[src/rtl/mar_ctrl_pkg.sv]
// mar_ctrl_pkg: shared types and constants for the MAR load sequencer.
//   state_e     - sequencer FSM states (IDLE, LOAD, ACK)
//   MAR_SEL_W   - width of the MAR nibble select field
//   MAX_NIBBLES - largest address the MAR can hold, in nibbles
//   REQ_IDX_W   - width of a requester index (up to 4 requesters)
//   lowest_nib  - index of the lowest set bit of a nibble mask
package mar_ctrl_pkg;

  typedef enum logic [1:0] {
    IDLE = 2'd0,
    LOAD = 2'd1,
    ACK  = 2'd2
  } state_e;

  localparam int MAR_SEL_W   = 2;
  localparam int MAX_NIBBLES = 4;
  localparam int REQ_IDX_W   = 2;

  // Scanning downward leaves the lowest set index as the final assignment.
  function automatic logic [MAR_SEL_W-1:0] lowest_nib(input logic [MAX_NIBBLES-1:0] m);
    lowest_nib = '0;
    for (int i = MAX_NIBBLES - 1; i >= 0; i--) begin
      if (m[i]) lowest_nib = MAR_SEL_W'(i);
    end
  endfunction

endpackage

[src/rtl/mar_load_sequencer_if.sv]
// mar_load_sequencer_if: requester bus plus MAR drive signals.
//   req/addr_in          - requester levels and flattened addresses
//   gnt/done/busy        - completion acknowledge and status
//   mar_d/mar_sel/mar_g* - nibble data, select, strobe and active-low enables
// Modports: master (address-source side), slave (sequencer side).
interface mar_load_sequencer_if
  import mar_ctrl_pkg::*;
#(
  parameter int NUM_REQ = 3,
  parameter int NIBBLES = 4,
  parameter int NIB_W   = 4
);
  logic [NUM_REQ-1:0]               req;
  logic [NUM_REQ*NIBBLES*NIB_W-1:0] addr_in;
  logic [NUM_REQ-1:0]               gnt;
  logic                             done;
  logic                             busy;
  logic [NIB_W-1:0]                 mar_d;
  logic [MAR_SEL_W-1:0]             mar_sel;
  logic                             mar_g;
  logic                             mar_g1;
  logic                             mar_g2;

  modport master (
    output req, addr_in,
    input  gnt, done, busy, mar_d, mar_sel, mar_g, mar_g1, mar_g2
  );

  modport slave (
    input  req, addr_in,
    output gnt, done, busy, mar_d, mar_sel, mar_g, mar_g1, mar_g2
  );
endinterface

[src/rtl/rr_arbiter.sv]
// rr_arbiter: combinational round-robin picker.
//   req     - request vector, bit i = requester i
//   ptr     - index of the highest-priority requester this round
//   win_oh  - one-hot winner (zero when no request)
//   win_idx - winner index (zero when no request)
module rr_arbiter
  import mar_ctrl_pkg::*;
#(
  parameter int N = 3
) (
  input  logic [N-1:0]         req,
  input  logic [REQ_IDX_W-1:0] ptr,
  output logic [N-1:0]         win_oh,
  output logic [REQ_IDX_W-1:0] win_idx
);
  int   cand;
  logic found;

  // Walk upward from ptr with wrap; the first requester found wins.
  always_comb begin
    win_oh  = '0;
    win_idx = '0;
    found   = 1'b0;
    cand    = 0;
    for (int off = 0; off < N; off++) begin
      cand = (int'(ptr) + off) % N;
      if (!found && req[cand]) begin
        found        = 1'b1;
        win_oh[cand] = 1'b1;
        win_idx      = REQ_IDX_W'(cand);
      end
    end
  end
endmodule

[src/rtl/mar_load_sequencer.sv]
// mar_load_sequencer: shares a nibble-loaded MAR between NUM_REQ requesters.
// Round-robin picks a requester, latches its full address, writes it into
// the MAR one nibble per clock, then pulses gnt/done to that requester.
//   clk, rst - clock and asynchronous active-high reset
//   bus      - mar_load_sequencer_if.slave (requests, acknowledge, MAR drive)
// Optional build macro MAR_SKIP_UNCHANGED_EN: keep a mirror of the MAR and
// only strobe nibbles that differ from it; an unchanged address acks at once.
module mar_load_sequencer
  import mar_ctrl_pkg::*;
#(
  parameter int NUM_REQ = 3,
  parameter int NIBBLES = 4,
  parameter int NIB_W   = 4
) (
  input  logic                        clk,
  input  logic                        rst,
  mar_load_sequencer_if.slave         bus
);
  localparam int ADDR_W = NIBBLES * NIB_W;

  state_e               state_q, state_d;
  logic [NUM_REQ-1:0]   gnt_q, gnt_d;
  logic                 done_q, done_d;
  logic                 busy_q, busy_d;
  logic [NIB_W-1:0]     mar_d_q, mar_d_d;
  logic                 mar_g_q, mar_g_d;
  logic                 mar_g1_q, mar_g1_d;
  logic                 mar_g2_q, mar_g2_d;
  logic [REQ_IDX_W-1:0] ptr_q, ptr_d;
  logic [REQ_IDX_W-1:0] win_q, win_d;
  logic [MAR_SEL_W-1:0] nib_cnt_q, nib_cnt_d;
  logic [ADDR_W-1:0]    shadow_q, shadow_d;
  logic [NIBBLES-1:0]   pend_q, pend_d;     // nibbles still to be strobed

  logic [NUM_REQ-1:0]   arb_oh;
  logic [REQ_IDX_W-1:0] arb_idx;
  logic [ADDR_W-1:0]    win_addr;
  logic [ADDR_W-1:0]    src;
  logic [NIBBLES-1:0]   mask;
  logic                 do_strobe;
  logic [MAR_SEL_W-1:0] sidx;

  rr_arbiter #(.N(NUM_REQ)) u_arb (
    .req     (bus.req),
    .ptr     (ptr_q),
    .win_oh  (arb_oh),
    .win_idx (arb_idx)
  );

  assign win_addr = bus.addr_in[int'(arb_idx)*ADDR_W +: ADDR_W];

`ifdef MAR_SKIP_UNCHANGED_EN
  logic [ADDR_W-1:0]  mirror_q, mirror_d;
  logic               mirror_valid_q, mirror_valid_d;
  logic [NIBBLES-1:0] diff;

  // Until the first load completes the MAR contents are unknown.
  always_comb begin
    diff = '0;
    for (int i = 0; i < NIBBLES; i++) begin
      diff[i] = !mirror_valid_q ||
                (win_addr[i*NIB_W +: NIB_W] != mirror_q[i*NIB_W +: NIB_W]);
    end
  end
`endif

  // Next-state logic: outputs are computed for the cycle after the edge.
  always_comb begin
    state_d   = state_q;
    ptr_d     = ptr_q;
    win_d     = win_q;
    nib_cnt_d = nib_cnt_q;
    shadow_d  = shadow_q;
    pend_d    = pend_q;
    mar_d_d   = mar_d_q;
    gnt_d     = '0;
    done_d    = 1'b0;
    mar_g_d   = 1'b0;
    mar_g1_d  = 1'b1;
    mar_g2_d  = 1'b1;
    src       = shadow_q;
    mask      = pend_q;
    do_strobe = 1'b0;
    sidx      = '0;
`ifdef MAR_SKIP_UNCHANGED_EN
    mirror_d       = mirror_q;
    mirror_valid_d = mirror_valid_q;
`endif

    case (state_q)
      IDLE: begin
        if (|bus.req) begin
          win_d    = arb_idx;
          shadow_d = win_addr;
          src      = win_addr;
`ifdef MAR_SKIP_UNCHANGED_EN
          mask     = diff;
`else
          mask     = '1;
`endif
          if (mask == '0) begin
            state_d = ACK;
            gnt_d   = arb_oh;
            done_d  = 1'b1;
`ifdef MAR_SKIP_UNCHANGED_EN
            mirror_valid_d = 1'b1;
`endif
          end else begin
            do_strobe = 1'b1;
          end
        end
      end
      LOAD: begin
        if (pend_q == '0) begin
          state_d = ACK;
          gnt_d   = NUM_REQ'(1) << win_q;
          done_d  = 1'b1;
`ifdef MAR_SKIP_UNCHANGED_EN
          mirror_valid_d = 1'b1;
`endif
        end else begin
          do_strobe = 1'b1;
        end
      end
      ACK: begin
        state_d = IDLE;
        ptr_d   = (int'(win_q) == NUM_REQ - 1) ? '0 : win_q + REQ_IDX_W'(1);
      end
      default: state_d = IDLE;
    endcase

    // Strobe the lowest pending nibble and retire it from the mask.
    if (do_strobe) begin
      sidx      = lowest_nib(MAX_NIBBLES'(mask));
      state_d   = LOAD;
      nib_cnt_d = sidx;
      mar_d_d   = src[int'(sidx)*NIB_W +: NIB_W];
      mar_g_d   = 1'b1;
      mar_g1_d  = 1'b0;
      mar_g2_d  = 1'b0;
      pend_d    = mask & ~(NIBBLES'(1) << sidx);
`ifdef MAR_SKIP_UNCHANGED_EN
      mirror_d[int'(sidx)*NIB_W +: NIB_W] = src[int'(sidx)*NIB_W +: NIB_W];
`endif
    end

    busy_d = (state_d != IDLE);
  end

  always_ff @(posedge clk or posedge rst) begin
    if (rst) begin
      state_q   <= IDLE;
      gnt_q     <= '0;
      done_q    <= 1'b0;
      busy_q    <= 1'b0;
      mar_d_q   <= '0;
      mar_g_q   <= 1'b0;
      mar_g1_q  <= 1'b1;
      mar_g2_q  <= 1'b1;
      ptr_q     <= '0;
      win_q     <= '0;
      nib_cnt_q <= '0;
      shadow_q  <= '0;
      pend_q    <= '0;
`ifdef MAR_SKIP_UNCHANGED_EN
      mirror_q       <= '0;
      mirror_valid_q <= 1'b0;
`endif
    end else begin
      state_q   <= state_d;
      gnt_q     <= gnt_d;
      done_q    <= done_d;
      busy_q    <= busy_d;
      mar_d_q   <= mar_d_d;
      mar_g_q   <= mar_g_d;
      mar_g1_q  <= mar_g1_d;
      mar_g2_q  <= mar_g2_d;
      ptr_q     <= ptr_d;
      win_q     <= win_d;
      nib_cnt_q <= nib_cnt_d;
      shadow_q  <= shadow_d;
      pend_q    <= pend_d;
`ifdef MAR_SKIP_UNCHANGED_EN
      mirror_q       <= mirror_d;
      mirror_valid_q <= mirror_valid_d;
`endif
    end
  end

  assign bus.gnt     = gnt_q;
  assign bus.done    = done_q;
  assign bus.busy    = busy_q;
  assign bus.mar_d   = mar_d_q;
  assign bus.mar_sel = nib_cnt_q;
  assign bus.mar_g   = mar_g_q;
  assign bus.mar_g1  = mar_g1_q;
  assign bus.mar_g2  = mar_g2_q;
endmodule

[src/flat_wrapper.sv]
// flat-port wrapper written by rule: the top's interface ports become plain ports
module mar_load_sequencer_flat import mar_ctrl_pkg::*;
#(
  parameter int NUM_REQ = 3,
  parameter int NIBBLES = 4,
  parameter int NIB_W   = 4
)
  (clk, rst, bus_req, bus_addr_in, bus_gnt, bus_done, bus_busy, bus_mar_d, bus_mar_sel, bus_mar_g, bus_mar_g1, bus_mar_g2);
  mar_load_sequencer_if #(.NUM_REQ(NUM_REQ), .NIBBLES(NIBBLES), .NIB_W(NIB_W)) bus_i ();
  input  logic clk;
  input  logic rst;
  input wire logic [$bits(bus_i.req)-1:0] bus_req;
  input wire logic [$bits(bus_i.addr_in)-1:0] bus_addr_in;
  output wire logic [$bits(bus_i.gnt)-1:0] bus_gnt;
  output wire logic [$bits(bus_i.done)-1:0] bus_done;
  output wire logic [$bits(bus_i.busy)-1:0] bus_busy;
  output wire logic [$bits(bus_i.mar_d)-1:0] bus_mar_d;
  output wire logic [$bits(bus_i.mar_sel)-1:0] bus_mar_sel;
  output wire logic [$bits(bus_i.mar_g)-1:0] bus_mar_g;
  output wire logic [$bits(bus_i.mar_g1)-1:0] bus_mar_g1;
  output wire logic [$bits(bus_i.mar_g2)-1:0] bus_mar_g2;
  assign bus_i.req = bus_req;
  assign bus_i.addr_in = bus_addr_in;
  assign bus_gnt = bus_i.gnt;
  assign bus_done = bus_i.done;
  assign bus_busy = bus_i.busy;
  assign bus_mar_d = bus_i.mar_d;
  assign bus_mar_sel = bus_i.mar_sel;
  assign bus_mar_g = bus_i.mar_g;
  assign bus_mar_g1 = bus_i.mar_g1;
  assign bus_mar_g2 = bus_i.mar_g2;
  mar_load_sequencer #(.NUM_REQ(NUM_REQ), .NIBBLES(NIBBLES), .NIB_W(NIB_W)) u_core (.clk(clk), .rst(rst), .bus(bus_i));
endmodule
[config.mk]
export PLATFORM = sky130hd
export DESIGN_NAME = mar_load_sequencer_flat
export DESIGN_NICKNAME = d
export VERILOG_FILES = /design/src/rtl/mar_ctrl_pkg.sv /design/src/rtl/mar_load_sequencer_if.sv /design/src/rtl/rr_arbiter.sv /design/src/rtl/mar_load_sequencer.sv /design/src/flat_wrapper.sv
export SDC_FILE = /design/constraint.sdc
export NUM_CORES = 1
export LEC_CHECK = 0
export BUFFER_PORTS_ARGS = -buffer_cell sky130_fd_sc_hd__buf_2
export CORE_AREA = 2 2 96 98
export DETAILED_ROUTE_END_ITERATION = 12
export DIE_AREA = 0 0 98 100
export SYNTH_ARGS = -nofsm -noshare
export SYNTH_HDL_FRONTEND = slang
export SYNTH_SLANG_ARGS = --single-unit
[constraint.sdc]
create_clock -name clk -period 4.6 [get_ports clk]
set_input_delay 0.23 -clock clk [delete_from_list [all_inputs] [get_ports clk]]
set_output_delay 0.23 -clock clk [all_outputs]
set_load 0.05 [all_outputs]
# Word-level counts from Yosys, hierarchy flattened
# Cells that the tools add are included.
dict set report classes {
  eq_ne 3
  bitwise_logic 2
  mul 0
  div_mod_pow 3
  order_cmp 3
  mux 36
  reduce_logical 9
  n_shift 4
  n_addsub 3
}
# cell count
set ops {}
lappend ops {{< comparator 32 x 4 -> 1 bit (second input constant)} 3}
lappend ops {{modulo 32 x 3 -> 32 bit (second input constant)} 2}
lappend ops {{variable part select 48 x 7 -> 16 bit} 1}
lappend ops {{modulo 3 x 3 -> 32 bit (second input constant)} 1}
lappend ops {{2-to-1 mux 16 bit} 2}
lappend ops {{2-to-1 mux 2 bit} 11}
lappend ops {{variable part select 16 x 5 -> 4 bit} 1}
lappend ops {{2-to-1 mux 1 bit} 14}
lappend ops {{2-to-1 mux 4 bit} 2}
lappend ops {{binary-select mux 1 bit (select 2 bit)} 3}
lappend ops {{2-to-1 mux 3 bit} 2}
lappend ops {{bitwise AND 4 bit} 1}
lappend ops {{equality test 2 bit (second input constant)} 2}
lappend ops {{logical NOT 4 bit} 1}
lappend ops {{NOT 4 bit} 1}
lappend ops {{one-hot mux 2 bit (2 select lines)} 1}
lappend ops {{left shift 1 x 2 -> 4 bit (first input constant)} 1}
lappend ops {{adder 2 x 1 -> 3 bit (second input constant)} 1}
lappend ops {{adder 2 x 2 -> 3 bit (second input constant)} 1}
lappend ops {{OR reduction 3 bit} 1}
lappend ops {{left shift 1 x 2 -> 3 bit (first input constant)} 1}
lappend ops {{adder 2 x 1 -> 2 bit (second input constant)} 1}
lappend ops {{equality test 2 x 1 -> 1 bit (second input constant)} 1}
lappend ops {{logical AND 1 bit} 2}
lappend ops {{other kinds (5)} 6}
dict set report word_totals {
  ram_bits 0
  mem_bits_ro 0
  out_inout_bits 14
  ff_bits 39
  input_bits 53
  memories 0
  elab_cells 75
  latchBits 0
}

# Longest topological paths before layout
dict set report logic_depth {
  ltp_word 15
  mapped_depth 10
  depth_no_buf 8
}

# Cells and area by module
# From an unflattened synthesis, not the netlist that was laid out.
dict set report hier_totals {
  hier_cells 253
  area_unflattened_um2 2274.7
}
# module cells_per_inst area_per_inst_um2 n_inst
set by_module_without_submodules {}
lappend by_module_without_submodules {mar_load_sequencer 201 1941.9 1}
lappend by_module_without_submodules {rr_arbiter 52 332.8 1}

# Least setup slack after synthesis
# Ideal clock, no wire load.
dict set report synth_timing {
  kind {register -> register}
  from {register u_core.ptr_q[0]}
  to {register u_core.shadow_q[10]}
  t_arrival_ps 1792
  setup_time_ps 123
  period_less_slack_ps 1915
  path_buffers 2
  path_stages_with_launch 11
  slack_ps 2685
  path_cell_list {dfrtp_1 inv_1 ha_1 and2b_1 o221ai_1 and2_1 buf_6 nand3_2 buf_6 o21ai_0 o21ai_1}
}
dict set report synth_via {
  elab_chain_len 14
  elab_cells_between_ends 26
}
# element line_no
set synth_rtl {}
lappend synth_rtl {{start: declaration} mar_load_sequencer.sv:29} ;# logic [REQ_IDX_W-1:0] ptr_q, ptr_d;
lappend synth_rtl {{start signal: assignment} mar_load_sequencer.sv:178} ;# ptr_q <= ptr_d;
lappend synth_rtl {{parallel branches: the longest is 10 deep, another holds modulo 32 x 3 -> 32 bit} -}
lappend synth_rtl {{2-to-1 mux 2 bit (*)} rr_arbiter.sv:27} ;# if (!found && req[cand]) begin
lappend synth_rtl {{variable part select 48 x 7 -> 16 bit (*)} mar_load_sequencer.sv:50} ;# assign win_addr = bus.addr_in[int'(arb_idx)*ADDR_W +: ADDR_W];
lappend synth_rtl {{2-to-1 mux 16 bit (*) (2 in a row)} -}
lappend synth_rtl {{end signal: assignment} mar_load_sequencer.sv:181} ;# shadow_q <= shadow_d;
lappend synth_rtl {{end: declaration} mar_load_sequencer.sv:32} ;# logic [ADDR_W-1:0] shadow_q, shadow_d;
# Mark *: on every way between the ends. The select of a mux whose other input is x is not followed.
# A chain may end at the register's enable or synchronous reset.

# Worst setup path in the final report
# Same ends and word-level chain as after synthesis.

==> results.json <==
{
  "antenna_cells": 0,
  "ys.warnings.count": 0,
  "dr_wl_met3_um": 191,
  "coreArea_um2": 8890,
  "drv_cap": 0,
  "cts_root_buf": "clkbuf_8",
  "drt_iter0_drc": 100,
  "m1WireLength_um": 2590,
  "fin_crit_ns": 2.65,
  "yosysSeqAreaShare_pct": 46.1,
  "leakage_nw": 1.24,
  "drive_above_1_share_pct": 27.9,
  "synth_cells": 232,
  "ys_dominant_reg_cell": "dfrtp_1",
  "start_kind": "register",
  "gp_congestion": 0.841,
  "period_share_pct": 57.6,
  "worst-endpoint-arrival_ns": 2.83,
  "power_density_nw_per_um2": 733,
  "critical_path.max_fanout": 17,
  "grt_pass1_vias": 1887,
  "ff2ff_path_depth": 8,
  "grt_overflow": 0,
  "synth_cell_types": 46,
  "portBuffers": 66,
  "cp-end-kind": "register",
  "grt_use_total_pct": 11.7,
  "worst_pin_slew_ns": 1.20,
  "antenna_found_initial": 0,
  "cts.sinks": 39,
  "cts_setup_buffers": 0,
  "hold_ws_ns": 0.0501,
  "synthArstFlopShare_pct": 100,
  "wl_met2_um": 2730,
  "min_path_type": "input pin to async pin",
  "path_clk_slew_ns": 0.07,
  "syn_area_per_cell_um2": 9.13,
  "grt_pass1_wl_um": 9220,
  "worstSkewPairLatency_ns": 0.29,
  "routed_wl_um": 5600,
  "die_y_um": 100,
  "die_w_um": 98,
  "grt_max_degree": 40,
  "required_ns": 4.78,
  "hold_viol": 0,
  "dr.pass1.iters": 4,
  "fin_skew_ns": 0.00532,
  "setup_violations": 0,
  "start_util_pct": 23.8,
  "irDropWorstVdd_uv": 257,
  "rsz0062_at_grt": "no",
  "crit_type": "register to register",
  "post_drt_wl_per_cell_um": 13.8,
  "hold_buffers": 0,
  "slew_viol_final": 0,
  "highest_layer": "met4",
  "fin_setup_tns_ns": 0,
  "cts_tree": "done",
  "dp_hpwl_um": 4190,
  "netlist_area_um2": 2120,
  "area.growth.synth_to_final_pct": 23.9,
  "cts-resized-gates": 0,
  "final_antenna_net_count": 0,
  "cts-buffers-inserted": 5,
  "die_area_um2": 9800,
  "r2r_start": "u_core.ptr_q[0]",
  "maxSlewHeadroom_pct": 19.3,
  "cts_buffer_depth": 2,
  "finalNetCount": 350,
  "std_cell_rows": 35,
  "synth-edff-count": 0,
  "utilization_pct": 29.5,
  "htreeDepth": 2,
  "fmax_mhz": 377,
  "io_pins": 67,
  "rrSetupSlack_ns": 1.95,
  "synth_seq_cells": 39,
  "vias": 1891,
  "r2r_end": "u_core.shadow_q[10]",
  "via_per_inst": 4.67,
  "status": "completed",
  "syn_nets": 289,
  "drc": 0
}
==> Yosys cell counts (2+ instances only) <==
| master | number | area [µm²] |
|---|---|---|
| dfrtp_1 | 38 | 951 |
| nand2_1 | 28 | 105 |
| o21ai_0 | 23 | 115 |
| nor2_1 | 16 | 60.1 |
| o21ai_1 | 13 | 65.1 |
| o22ai_1 | 13 | 81.3 |
| a21oi_1 | 10 | 50.1 |
| inv_1 | 9 | 33.8 |
| mux2i_1 | 8 | 80.1 |
| nor2b_1 | 7 | 43.8 |
| clkbuf_1 | 5 | 18.8 |
| nor3_1 | 5 | 25.0 |
| ha_1 | 4 | 50.1 |
| a211oi_1 | 3 | 22.5 |
| a21o_1 | 3 | 22.5 |
| buf_2 | 3 | 15.0 |
| buf_6 | 3 | 33.8 |
| nand3_1 | 3 | 15.0 |
| a2111oi_0 | 2 | 17.5 |
| a221o_1 | 2 | 20.0 |
| a22oi_1 | 2 | 15.0 |
| a31oi_1 | 2 | 12.5 |
| a32o_1 | 2 | 20.0 |
| buf_4 | 2 | 15.0 |
| nand2b_1 | 2 | 12.5 |
| nand3b_1 | 2 | 15.0 |
| nor3b_1 | 2 | 15.0 |
| or3_1 | 2 | 12.5 |
==> report_power, final <==
part / switching, mW / internal [mW] / total [mW] / leakage (nW)
registers: 0.112 / 0.502 / 0.614 / 0.475
clock network: 0.121 / 0.162 / 0.284 / 0.0524
logic: 0.676 / 0.349 / 1.02 / 0.717
total: 0.909 / 1.01 / 1.92 / 1.24
==> area by class of cell <==
cell class	instances	area [µm²]
Multi-Input combinational cell	171	1030
Timing Repair Buffer	67	338
Clock buffer	7	76.3
Clock inverter	1	30.0
Inverter	9	33.8
Fill cell	961	6270
Tap cell	111	139
Sequential cell	39	977
==> worst max-delay path, cell delays in order, from the launching register on <==
cell	delay, ns
dfrtp_1	0.40
inv_1	0.08
ha_1	0.39
and2b_1	0.20
o221ai_1	0.20
and2_1	0.61
nand3_2	0.31
o21ai_0	0.26
o21ai_1	0.08
==> cells by family (layout without fill, tap and decap cells) <==
| group | count (synthesis) | count (layout) | share of synthesized area, % |
|---|---|---|---|
| AOI/OAI and AO/OA | 83 | 83 | 24.4 |
| adders and majority gates | 4 | 4 | 2.36 |
| buffers and inverters | 22 | 84 | 5.49 |
| DFF | 39 | 39 | 46.1 |
| and+or+nand+nor | 75 | 75 | 17.3 |
| muxes | 9 | 9 | 4.31 |
==> routing by layer <==
| layer | GRT usage (%) | vias to the layer above |
|---|---|---|
| met5 | 0 | - |
| met4 | 4.49 | 0 |
| met3 | 1.53 | 6 |
| met2 | 20.3 | 58 |
| met1 | 14.7 | 868 |
| li1 | - | 959 |
==> state kept, by name, summed over array words and instances, names as in the netlist, 2 cells and up <==
signal              flops
u_core.bus.mar_sel      2
u_core.bus.mar_d        4
u_core.ptr_q            2
u_core.state_q          2
u_core.shadow_q        16
u_core.win_q            2
u_core.pend_q           4
u_core.bus.gnt          3
==> worst max-delay path by stage <==
stage	startpoint	slack [ns]	endpoint
floorplan	u_core.ptr_q[0]	2.68	u_core.shadow_q[10]
global placement	u_core.ptr_q[0]	2.08	u_core.shadow_q[12]
detailed placement	u_core.ptr_q[0]	1.95	u_core.shadow_q[4]
CTS	u_core.ptr_q[0]	1.93	u_core.shadow_q[4]
global route	u_core.ptr_q[0]	1.73	u_core.shadow_q[10]
finish	u_core.ptr_q[0]	1.95	u_core.shadow_q[10]
==> through the flow <==
| stage | cell area, µm² | worst slack, ns | power [mW] | cells |
|---|---|---|---|---|
| 4_1_cts | 2620 | 1.93 | 1.93 | 405 |
| 3_3_place_gp | 2520 | 2.08 | 1.62 | 397 |
| 5_1_grt | 2620 | 1.73 | 2.09 | 405 |
| 3_5_place_dp | 2520 | 1.95 | 1.65 | 397 |
| 2_1_floorplan | 2120 | 2.68 | 1.43 | 232 |
| 6_report | 2620 | 1.95 | 1.92 | 405 |
==> placed cells by master, fill, tap and decap left out, types with 3 or more instances in the layout <==
cell	netlist	routed
ha_1	4	4
nand2_1	28	28
a21oi_1	10	10
o21ai_0	23	23
o22ai_1	13	13
mux2i_1	8	8
dfrtp_1	38	38
inv_1	9	9
nor2_1	16	16
a211oi_1	3	3
nor2b_1	7	7
buf_2	3	66
clkbuf_8	0	5
nor3_1	5	4
o21ai_1	13	13
a21o_1	3	3
nand3_1	3	3
No activity file was read; power rests on OpenSTA's default activity.
